## src/rtl/etherneco_synctimer_scheduler.sv

```systemverilog
// EtherNeco sync-timer master sequencer: periodic sync frame builder and offset collector.
// Define ETHERNECO_SYNC_SCHED_MANUAL_EN to add the manual_trigger_i frame start input.
module etherneco_synctimer_scheduler #(
   parameter int unsigned TIMER_WIDTH  = 64,
   parameter int unsigned NODE_MAX     = 8,
   parameter int unsigned PERIOD_WIDTH = 32,
   parameter int unsigned TX_LATENCY   = 0
) (
   input  logic                    clk_i,
   input  logic                    reset_i,
   input  logic                    enable_i,
   input  logic [7:0]              node_count_i,
   input  logic [PERIOD_WIDTH-1:0] period_i,
   input  logic [TIMER_WIDTH-1:0]  current_time_i,
`ifdef ETHERNECO_SYNC_SCHED_MANUAL_EN
   input  logic                    manual_trigger_i,
`endif
   output logic                    m_tx_first_o,
   output logic                    m_tx_last_o,
   output logic [7:0]              m_tx_data_o,
   output logic                    m_tx_valid_o,
   input  logic                    m_tx_ready_i,
   input  logic                    res_rx_start_i,
   input  logic                    res_rx_end_i,
   input  logic                    res_rx_error_i,
   input  logic [15:0]             s_res_pos_i,
   input  logic [7:0]              s_res_data_i,
   input  logic                    s_res_valid_i,
   output logic                    busy_o,
   output logic [31:0]             frame_count_o,
   output logic [15:0]             overrun_count_o
);

   localparam int unsigned KW = (NODE_MAX > 1) ? $clog2(NODE_MAX) : 1;
   localparam logic [PERIOD_WIDTH-1:0] PerOne = PERIOD_WIDTH'(1);

   typedef enum logic [2:0] {StIdle, StHead, StTime, StOffs, StLast} state_e;

   state_e                  state_q, nxt_state;
   logic [PERIOD_WIDTH-1:0] cnt_q, per_max;
   logic                    expire, trig, kick;
   logic [TIMER_WIDTH-1:0]  t_sum;
   logic [63:0]             t_next, t_q, t_shift;
   logic [7:0]              n_q, n_clamp, nxt_data;
   logic [15:0]             idx_q, nxt_idx, off_idx, last_idx;
   logic [2:0]              t_byte_sel;
   logic [31:0]             word, w_shift;
   logic                    tx_valid_q, tx_first_q, tx_last_q, busy_q;
   logic [7:0]              tx_data_q;
   logic [31:0]             frame_cnt_q;
   logic [15:0]             overrun_q;

   logic [31:0]             active_q [NODE_MAX];
   logic [31:0]             shadow_q [NODE_MAX];
   logic [31:0]             asm_q;
   logic                    err_q, pend_q, override_q;
   logic [15:0]             rpos;
   logic [13:0]             rk;
   logic                    res_hit;
   logic                    unused_bits;

`ifdef ETHERNECO_SYNC_SCHED_MANUAL_EN
   assign trig = manual_trigger_i;
`else
   assign trig = 1'b0;
`endif

   assign t_sum = current_time_i + TIMER_WIDTH'(TX_LATENCY);
   generate
      if (TIMER_WIDTH >= 64) begin : g_wide
         assign t_next = t_sum[63:0];
      end else begin : g_narrow
         assign t_next = {{(64 - TIMER_WIDTH){1'b0}}, t_sum};
      end
   endgenerate

   assign per_max  = (period_i == '0) ? PerOne : period_i;
   assign expire   = enable_i && (cnt_q >= per_max - PerOne);
   assign kick     = expire || trig;
   assign n_clamp  = (node_count_i > 8'(NODE_MAX)) ? 8'(NODE_MAX) : node_count_i;
   assign last_idx = 16'd8 + {6'd0, n_q, 2'b00};

   // Next byte of the frame: 1..8 are master time, then offset words, all little-endian.
   always_comb begin
      nxt_idx    = idx_q + 16'd1;
      off_idx    = nxt_idx - 16'd9;
      t_byte_sel = 3'(nxt_idx - 16'd1);
      t_shift    = t_q >> {t_byte_sel, 3'b000};
      word       = active_q[off_idx[KW+1:2]];
      w_shift    = word >> {off_idx[1:0], 3'b000};
      nxt_data   = (nxt_idx <= 16'd8) ? t_shift[7:0] : w_shift[7:0];
      if (nxt_idx == last_idx) begin
         nxt_state = StLast;
      end else if (nxt_idx <= 16'd8) begin
         nxt_state = StTime;
      end else begin
         nxt_state = StOffs;
      end
   end

   assign unused_bits = ^{off_idx[15:KW+2], t_shift[63:8], w_shift[31:8]};

   always_ff @(posedge clk_i) begin
      if (reset_i) begin
         state_q     <= StIdle;
         cnt_q       <= '0;
         idx_q       <= '0;
         t_q         <= '0;
         n_q         <= '0;
         tx_valid_q  <= 1'b0;
         tx_first_q  <= 1'b0;
         tx_last_q   <= 1'b0;
         tx_data_q   <= '0;
         busy_q      <= 1'b0;
         frame_cnt_q <= '0;
         overrun_q   <= '0;
      end else begin
         if (!enable_i || expire || (trig && state_q == StIdle)) begin
            cnt_q <= '0;
         end else begin
            cnt_q <= cnt_q + PerOne;
         end
         if (kick && state_q != StIdle && overrun_q != 16'hFFFF) begin
            overrun_q <= overrun_q + 16'd1;
         end
         case (state_q)
            StIdle: begin
               if (kick) begin
                  state_q    <= StHead;
                  t_q        <= t_next;
                  n_q        <= n_clamp;
                  idx_q      <= '0;
                  tx_valid_q <= 1'b1;
                  tx_first_q <= 1'b1;
                  tx_last_q  <= 1'b0;
                  tx_data_q  <= override_q ? 8'h03 : 8'h01;
                  busy_q     <= 1'b1;
               end
            end
            default: begin
               if (tx_valid_q && m_tx_ready_i) begin
                  if (tx_last_q) begin
                     state_q     <= StIdle;
                     tx_valid_q  <= 1'b0;
                     tx_first_q  <= 1'b0;
                     tx_last_q   <= 1'b0;
                     busy_q      <= 1'b0;
                     frame_cnt_q <= frame_cnt_q + 32'd1;
                  end else begin
                     state_q    <= nxt_state;
                     idx_q      <= nxt_idx;
                     tx_data_q  <= nxt_data;
                     tx_first_q <= 1'b0;
                     tx_last_q  <= (nxt_idx == last_idx);
                  end
               end
            end
         endcase
      end
   end

   assign rpos    = s_res_pos_i - 16'd9;
   assign rk      = rpos[15:2];
   assign res_hit = s_res_valid_i && (s_res_pos_i >= 16'd9) && ({2'b00, rk} < {8'd0, n_q});

   // Shadow collects this response; active only changes between frames.
   always_ff @(posedge clk_i) begin
      if (reset_i) begin
         asm_q      <= '0;
         err_q      <= 1'b0;
         pend_q     <= 1'b0;
         override_q <= 1'b1;
         for (int k = 0; k < NODE_MAX; k++) begin
            active_q[k] <= '0;
            shadow_q[k] <= '0;
         end
      end else begin
         if (res_rx_start_i) begin
            asm_q <= '0;
            err_q <= 1'b0;
         end else if (res_hit) begin
            for (int b = 0; b < 4; b++) begin
               if (rpos[1:0] == 2'(b)) asm_q[8*b +: 8] <= s_res_data_i;
            end
            if (rpos[1:0] == 2'd3) begin
               shadow_q[rk[KW-1:0]] <= {s_res_data_i, asm_q[23:0]} >> 1;
            end
         end
         if (res_rx_error_i) begin
            err_q      <= 1'b1;
            pend_q     <= 1'b0;
            override_q <= 1'b1;
            for (int k = 0; k < NODE_MAX; k++) shadow_q[k] <= active_q[k];
         end else if (res_rx_end_i && !err_q) begin
            override_q <= 1'b0;
            if (busy_q) begin
               pend_q <= 1'b1;
            end else begin
               for (int k = 0; k < NODE_MAX; k++) active_q[k] <= shadow_q[k];
            end
         end else if (pend_q && !busy_q) begin
            pend_q <= 1'b0;
            for (int k = 0; k < NODE_MAX; k++) active_q[k] <= shadow_q[k];
         end
      end
   end

   assign m_tx_first_o    = tx_first_q;
   assign m_tx_last_o     = tx_last_q;
   assign m_tx_data_o     = tx_data_q;
   assign m_tx_valid_o    = tx_valid_q;
   assign busy_o          = busy_q;
   assign frame_count_o   = frame_cnt_q;
   assign overrun_count_o = overrun_q;

endmodule
```

## config.mk

```make
export PLATFORM = sky130hd
export DESIGN_NAME = etherneco_synctimer_scheduler
export DESIGN_NICKNAME = d
export VERILOG_FILES = /design/src/rtl/etherneco_synctimer_scheduler.sv
export SDC_FILE = /design/constraint.sdc
export NUM_CORES = 1
export LEC_CHECK = 0
export CELL_PAD_IN_SITES_DETAIL_PLACEMENT = 0
export CELL_PAD_IN_SITES_GLOBAL_PLACEMENT = 1
export CORE_UTILIZATION = 44
export CTS_CLUSTER_DIAMETER = 30
export DETAILED_ROUTE_END_ITERATION = 16
export PLACE_DENSITY = 0.85
export RECOVER_POWER = 100
export REMOVE_ABC_BUFFERS = 1
export SYNTH_ARGS = -nofsm -noshare
export SYNTH_HDL_FRONTEND = slang
export SYNTH_SLANG_ARGS = --single-unit
```

## constraint.sdc

```tcl
create_clock -name clk_i -period 10 [get_ports clk_i]
set_clock_uncertainty 0.15 [all_clocks]
set_input_delay 2 -clock clk_i [delete_from_list [all_inputs] [get_ports clk_i]]
set_output_delay 2 -clock clk_i [all_outputs]
set_load 0.02 [all_outputs]
```

; Yosys cells after proc, flatten, opt, wreduce, memory -nomap -nowiden
; Memory sizes are Yosys's and may differ from the RTL's.
; Index checks and enable logic that the tools add are counted.
[word_totals]
ramBits = 512
in_bits = 136
wordCells = 213
ff_bits = 209
mem_count = 2
[mem_list]
columns = memory, words, word_bits, read_ports, rd_clocked_by_memory_dff, write_ports, line
row1 = active_q, 8, 32, 9, 0, 8, 53  ; logic [31:0] active_q [NODE_MAX];
row2 = shadow_q, 8, 32, 8, 0, 8, 54  ; logic [31:0] shadow_q [NODE_MAX];
[classes]
n_reduce_logical = 33
eq_ne = 16
shift = 2
muxes = 80
bitwise = 49
add_sub_neg = 9
magnitude_cmp = 5
[op_table]
columns = op, count
row1 = 2-to-1 mux 32 bit, 26
row2 = "adder 32 x 1 -> 32 bit, second input constant", 2
row3 = 2-to-1 mux 16 bit, 4
row4 = right shift 64 x 6 -> 8 bit, 1
row5 = 2-to-1 mux 8 bit, 6
row6 = 2-to-1 mux 1 bit, 37
row7 = "adder 16 x 1 -> 16 bit, second input constant", 2
row8 = greater-or-equal comparator 32 bit, 1
row9 = logical NOT 32 bit, 1
row10 = OR reduction 32 bit, 1
row11 = right shift 32 x 5 -> 8 bit, 1
row12 = "subtractor 32 x 1 -> 32 bit, second input constant", 1
row13 = "== test 3 bit, second input constant", 8
row14 = OR 1 bit, 24
row15 = 2-to-1 mux 3 bit, 6
row16 = AND 1 bit, 16
row17 = == test 16 x 11 -> 1 bit, 1
row18 = "greater-or-equal comparator 16 x 4 -> 1 bit, second input constant", 1
row19 = "<= comparator 16 x 4 -> 1 bit, second input constant", 1
row20 = "!= test 16 bit, second input constant", 1
row21 = "subtractor 16 x 4 -> 16 bit, second input constant", 1
row22 = < comparator 14 x 8 -> 1 bit, 1
row23 = AND reduction 2 bit, 6
row24 = "adder 4 x 10 -> 11 bit, first input constant", 1
row25 = 18 further kinds, 44

; Depth between registers and ports, before layout
; Gate-level depths: netlist (run 1).
[logic_depth]
word_depth = 17
depth_mapped = 23
mapped_depth_nobuf = 22

; Worst setup path after synthesis (run 1)
; Ideal clock, no wire load.
[synth_path]
path_kind = input port to flip-flop
from = input res_rx_end_i
to = memory active_q[0][0] (enable)
setup_ps = 683
path_buffers = 0
t_arrival_ps = 9108
slack_ps = 59
t_required_ps = 9167
stages = 3
path_cell_list = nor2b_1 o21bai_1 o21ai_0
[synth_lines]
columns = element, line
row1 = "start, declared", 24  ; input logic res_rx_end_i,
row2 = "end, declared", 53

==> results of run 1 <==
-- critical path, stage by stage --
cell and delay [ns]:
clkbuf_1 1.47, clkbuf_1 1.64, inv_1 0.97, o21ai_4 0.20, clkbuf_2 1.38, buf_4 0.80
-- final cells by class --
cell class                 instances  share of cell area
clock inverter                    88              0.0282
tap                              969              0.0298
multi-input combinational       1834               0.314
sequential                       719               0.477
antenna                           10            0.000615
timing repair buffer             239              0.0546
inverter                          31             0.00286
clock buffer                     168              0.0921
-- cell families (layout without fill, tap and decap cells) --
group	Yosys count	after routing	share of synthesized area
simple gates	987	987	0.155
compound gates	571	571	0.128
mux	101	101	0.0490
flops	719	719	0.583
xor+xnor	130	130	0.0351
other cells	0	10	0
buf+inv	253	526	0.0324
fa+ha+maj	45	45	0.0169
-- metrics by stage --
stage / utilization / worst slack, ns
4_1_cts: 0.548 / 2.70
2_1_floorplan: - / -3.08
5_1_grt: 0.545 / 1.21
3_5_place_dp: 0.482 / 1.97
3_3_place_gp: 0.482 / 2.20
6_report: 0.545 / 1.61
-- cell usage after synthesis (all sizes together), types with 7 or more instances --
cell type | number | area, um2
a211oi | 9 | 80.1
a22oi | 7 | 52.6
and3 | 34 | 218
buf | 62 | 364
clkbuf | 160 | 601
dfxtp | 215 | 4300
a311oi | 16 | 140
nand3b | 7 | 52.6
o31ai | 15 | 118
nor4 | 24 | 196
a21oi | 122 | 611
nand2 | 258 | 968
a22o | 252 | 2210
and4 | 21 | 184
nor2b | 76 | 475
nand4 | 25 | 184
ha | 45 | 563
a21o | 8 | 60.1
o211ai | 19 | 143
nand3 | 85 | 430
mux4 | 48 | 1080
nor2 | 168 | 638
mux2i | 46 | 473
and2 | 204 | 1280
edfxtp | 504 | 15100
mux2 | 7 | 78.8
a31oi | 21 | 131
o21ai | 51 | 255
xor2 | 61 | 534
xnor2 | 68 | 611
or3 | 12 | 80.1
inv | 29 | 109
o22ai | 10 | 62.6
nor3 | 41 | 225
nand2b | 9 | 56.3
a41oi | 9 | 86.3
-- state kept, by name, summed over array words and instances (netlist names) --
signal and count:
shadow_q 256, asm_q 23, frame_count_o 32, idx_q 16, overrun_count_o 16, cnt_q 32
active_q 256, t_q 64, pend_q 1, n_q 8, override_q 1, busy_o 1
m_tx_first_o 1, m_tx_data_o 8, state_q 3, err_q 1
-- where the power goes --
| part | switching [W] | internal (W) | total [W] |
|---|---|---|---|
| sequential | 0.0000576 | 0.00334 | 0.00340 |
| clock | 0.00167 | 0.00317 | 0.00484 |
| combinational | 0.000197 | 0.000125 | 0.000322 |
-- worst paths after layout --
kind / slack (ns) / end
worst min-delay path: 0.30 / err_q
worst max register to register: 4.98 / shadow_q[1][11]
worst min register to register: 0.30 / err_q
worst max-delay path: 1.61 / active_q[5][21]
-- routing by layer --
metal  routed length, um  track usage
met2               45700        0.399
met3                8680       0.0580
met1               38200        0.326
met4                4640        0.131
met5                   0            0
==> reports/metrics.yaml, run 1 <==
sta:
  setup-violations-final: 0
  drv_slew: 815
  setup_tns_ns: 0
  timing.final.hold_violations: 0
  tightest_slew_ns: 3.65
  max_slew_margin: -1.44
  min_period_over_period: 0.839
  period_minus_slack_ns: 8.39
  max_freq_mhz: 119
  rsz0062_at_grt: "false"
  holdWs_ns: 0.300
route:
  wl_um: 97200
  drcViolationCount: 0
  wl_per_cell_um: 24.0
  firstDrtPassIters: 5
  drt_iter0_drc: 2798
  routed_via_density: 6.03
  via_count: 24500
  final_antenna_net_count: 0
synth:
  synth_edf_count: 504
  async_flop_share: 0
  synth_cells: 2806
  syn_area_per_cell_um2: 11.9
  ys_dominant_reg_cell: "edfxtp_1"
  synth.distinct_cells: 92
  synth_seq_area_share: 0.583
  netlist_area_um2: 33300
  yosys_warnings: 0
  ys_seq_elements: 719
pwr:
  power_density_nw_per_um2: 210
  leakagePower_nw: 15.0
  peakVddDrop_mv: 0.179
  power.total_w: 0.00856
cts:
  cts_hold_buf: 0
  cts-htree-levels: 4
  clockBufferDepth: 3
  clk_pin_slew_ns: 0.05
  clock_latency_ns: 0.73
  cts_setup_buffers: 0
  clock_sinks: 719
  ctsResizeCount: 0
  numCtsBuffers: 137
  cts_tree: "yes"
  cts_root_buffer: "clkbuf_16"
floorplanning:
  ios: 196
  die_w_um: 277
  die_area_um2: 76900
  row_count: 100
  initial_core_util: 0.446
  core_um2: 74700
  die_h_um: 277
finish:
  final_common_cell: "edfxtp_1"
  final_cells: 4058
  design_area_um2: 40700
  mostFrequentLayoutCells: "504 x edfxtp_1, 258 x nand2_1, 252 x a22o_1"
  multiInputGateArea_um2: 12800
  drive_gt1_frac: 0.119
  seq_area_um2: 19400
  fin_nets: 3143
  fillers: 5931
  areaGrowthSynthToFinish_pct: 22.2
setup_path:
  rr_worst_depth: 9
  cp_data_arrival_time_ns: 8.58
  required_ns: 10.19
  cp_max_fo: 54
  r2r-start: "n_q[7]"
  crit_path_end_kind: "flip-flop"
  path_class: "input pin to flip-flop"
  startpoint_type: "input pin"
  crit_path_start: "reset_i"
global_route:
  grtUsageTotal: 0.253
  grt_pass1_wl_um: 150000
  antenna_found_initial: 8
  overflow: 0
  grt_pass1_vias: 25000
  grt_max_degree: 105
place:
  io_buffers: 195
  post-dp-hpwl_um: 57100
  place_area_um2: 36000
  gp_congestion: 0.918
  dp.cells: 3792
run:
  maxCapViolCount: 18
min_path:
  hp-class: "flip-flop to flip-flop"
  min_from: "err_q"
  hold_depth: 2
status:
  violations: "capacitance limit, slew limit"
  outcome: "finished, violations left"
No activity file was read; power rests on OpenSTA's default activity.
==> inputs of run 2 (changes only) <==
--- a/config.mk
+++ b/config.mk
@@ -7,10 +7,10 @@
 export LEC_CHECK = 0
 export CELL_PAD_IN_SITES_DETAIL_PLACEMENT = 0
 export CELL_PAD_IN_SITES_GLOBAL_PLACEMENT = 1
-export CORE_UTILIZATION = 44
+export CORE_UTILIZATION = 49
 export CTS_CLUSTER_DIAMETER = 30
 export DETAILED_ROUTE_END_ITERATION = 16
-export PLACE_DENSITY = 0.85
+export PLACE_DENSITY = 0.89
 export RECOVER_POWER = 100
 export REMOVE_ABC_BUFFERS = 1
 export SYNTH_ARGS = -nofsm -noshare
==> constraint.sdc (replaced) <==
create_clock -name clk_i -period 8.2 [get_ports clk_i]
set_clock_uncertainty 0.15 [all_clocks]
set_input_delay 1.64 -clock clk_i [delete_from_list [all_inputs] [get_ports clk_i]]
set_output_delay 1.64 -clock clk_i [all_outputs]
set_load 0.02 [all_outputs]
==> reports/metrics.yaml, run 2 (synthesized netlist as in run 1, its figures left out) <==
status:
  outcome: "finished, violations left"
  violations: "capacitance limit, slew limit"
cts:
  cts_setup_buffers: 0  # unchanged
  ctsResizeCount: 0  # unchanged
  clk_pin_slew_ns: 0.05  # about the same
  numCtsBuffers: 138  # +0.73%
  cts_hold_buf: 0  # unchanged
  clock_latency_ns: 0.72  # about the same
  cts_tree: "yes"
  cts_root_buffer: "clkbuf_16"
  clockBufferDepth: 3  # unchanged
  clock_sinks: 719  # unchanged
  cts-htree-levels: 4  # unchanged
global_route:
  grt_pass1_vias: 25300  # +1.2%
  gr-usage-met1: 0.366  # +0.0402
  antenna_found_initial: 5  # -3
  overflow: 0  # unchanged
  use_met2: 0.446  # +0.0463
  grt_pass1_wl_um: 150000  # about the same
  met3_usage: 0.0705  # +0.0124
  grt_max_degree: 101  # -3.8%
  grtUsageTotal: 0.282  # +0.0285
  top_usage_layer: "met2"
finish:
  drive_gt1_frac: 0.123  # +0.00386
  areaGrowthSynthToFinish_pct: 22.3
  mostFrequentLayoutCells: "504 x edfxtp_1, 257 x nand2_1, 252 x a22o_1"
  reg_top3: "active_q (256), shadow_q (256), t_q (64)"
  final_common_cell: "edfxtp_1"
  fin_nets: 3154  # +0.35%
  final_cells: 3966  # -2.3%
  fillers: 5092  # -14%
floorplanning:
  die_w_um: 263  # -5.2%
  initial_core_util: 0.495  # +0.0492
  ios: 196  # unchanged
  die_h_um: 263  # -5.2%
  core_um2: 67300  # -9.9%
  die_area_um2: 69100  # -10%
  row_count: 95  # -5.0%
sta:
  timing.final.hold_violations: 0  # unchanged
  max_slew_margin: -1.51  # -0.0698
  rsz0062_at_grt: "false"
  max_freq_mhz: 130
  drv_slew: 517  # -37%
  holdWs_ns: 0.300  # -0.000382 ns
  min_period_over_period: 0.941
  setup-violations-final: 0  # unchanged
  period_minus_slack_ns: 7.72
  tightest_slew_ns: 3.76  # +0.105 ns
setup_path:
  reg2reg_setup_slack_ns: 3.38  # -1.60 ns
  cp_top_family: "buffers and inverters"
  critPathBufInv: 3  # -2
  crit_top_cell: "clkbuf_1"
  startpoint_type: "input pin"
  cpMaxStageDelayCell: "clkbuf_1"
  rr_worst_depth: 4  # -5
  crit_path_end_kind: "flip-flop"
  required_ns: 8.49  # -1.70 ns
  cp_max_fo: 74  # +37%
  crit_path_max_incr_delay_ns: 2.56  # +0.92 ns
  path_class: "input pin to flip-flop"
  r2r-start: "err_q"
  r2r_end: "active_q[6][3]"
  crit_chain: "clkbuf_1, or2_2, clkbuf_1, nor2_1, nand4_1, nor3_1, clkbuf_2, a22o_1"
  cp_data_arrival_time_ns: 8.01  # -0.57 ns
pwr:
  power_density_nw_per_um2: 258  # +23%
  leakagePower_nw: 15.2  # +0.93%
  peakVddDrop_mv: 0.175  # -1.7%
place:
  io_buffers: 195  # unchanged
  post-dp-hpwl_um: 56000  # -1.9%
  gp_congestion: 0.876  # -4.6%
  dp.cells: 3706  # -2.3%
min_path:
  hold_depth: 2  # unchanged
  hp-class: "flip-flop to flip-flop"
  min_from: "t_q[39]"
  holdPathEnd: "t_q[39]"
route:
  final_antenna_net_count: 0  # unchanged
  firstDrtPassIters: 6  # +1
  via_count: 24800  # +1.5%
  drt_iter0_drc: 2742  # -2.0%
  routed_via_density: 6.26  # +3.9%
  wl_um: 97100  # about the same
  wl_per_cell_um: 24.5  # +2.2%
  drcViolationCount: 0  # unchanged
run:
  maxCapViolCount: 9  # -9
-- run 2: worst max path at each step --
stage | cells after the start | endpoint | slack [ns] | from
3_3_place_gp | 22 | m_tx_data_o[6] | 0.61 | period_i[25]
5_1_grt | 21 | t_q[21] | 0.31 | period_i[25]
3_5_place_dp | 23 | idx_q[15] | 0.46 | period_i[25]
6_report | 8 | shadow_q[3][12] | 0.48 | reset_i
2_1_floorplan | 6 | shadow_q[2][0] | -4.52 | res_rx_error_i
4_1_cts | 23 | idx_q[4] | 1.16 | period_i[25]
-- run 2: cell type report --
type	instances	area, um2	share of cell area
flip-flops and latches	719	19400	0.477
well taps	873	1090	0.0268
clock inverters	88	1210	0.0296
multi-input cells	1834	12900	0.315
repair buffers	249	2310	0.0566
clock buffers	167	3750	0.0919
inverters	31	116	0.00285
diodes	5	12.5	0.000307
-- run 2: metrics by stage --
stage | setup TNS (ns) | setup slack, ns | util | area (um2) | total power, W
after detailed placement | 0 | 0.459 | 0.536 | 36000 | 0.00460
after global placement | 0 | 0.610 | 0.536 | 36000 | 0.00459
final | 0 | 0.480 | 0.606 | 40800 | 0.0105
after CTS | 0 | 1.16 | 0.609 | 41000 | 0.0106
after global routing | 0 | 0.315 | 0.606 | 40800 | 0.0108
after floorplan | -2309.87 | -4.52 | - | 32400 | 0.00439
-- run 2: worst register-to-register path, stage by stage, from the launching register on --
cell and delay (ns):
dfxtp_1 0.31, nor2b_1 0.23, o21bai_1 0.29, o21ai_1 2.14, clkbuf_2 1.29
-- run 2: power breakdown --
| part | switching (W) | internal (W) |
|---|---|---|
| combinational | 0.000243 | 0.000157 |
| clock | 0.00200 | 0.00397 |
| sequential | 0.0000713 | 0.00408 |
-- run 2: layer usage --
layer / wire length, um / vias up
met1: 37100 / 12300
met4: 4020 / 2
met3: 10100 / 266
met2: 45900 / 1483
met5: 25 / -
li1: - / 10800
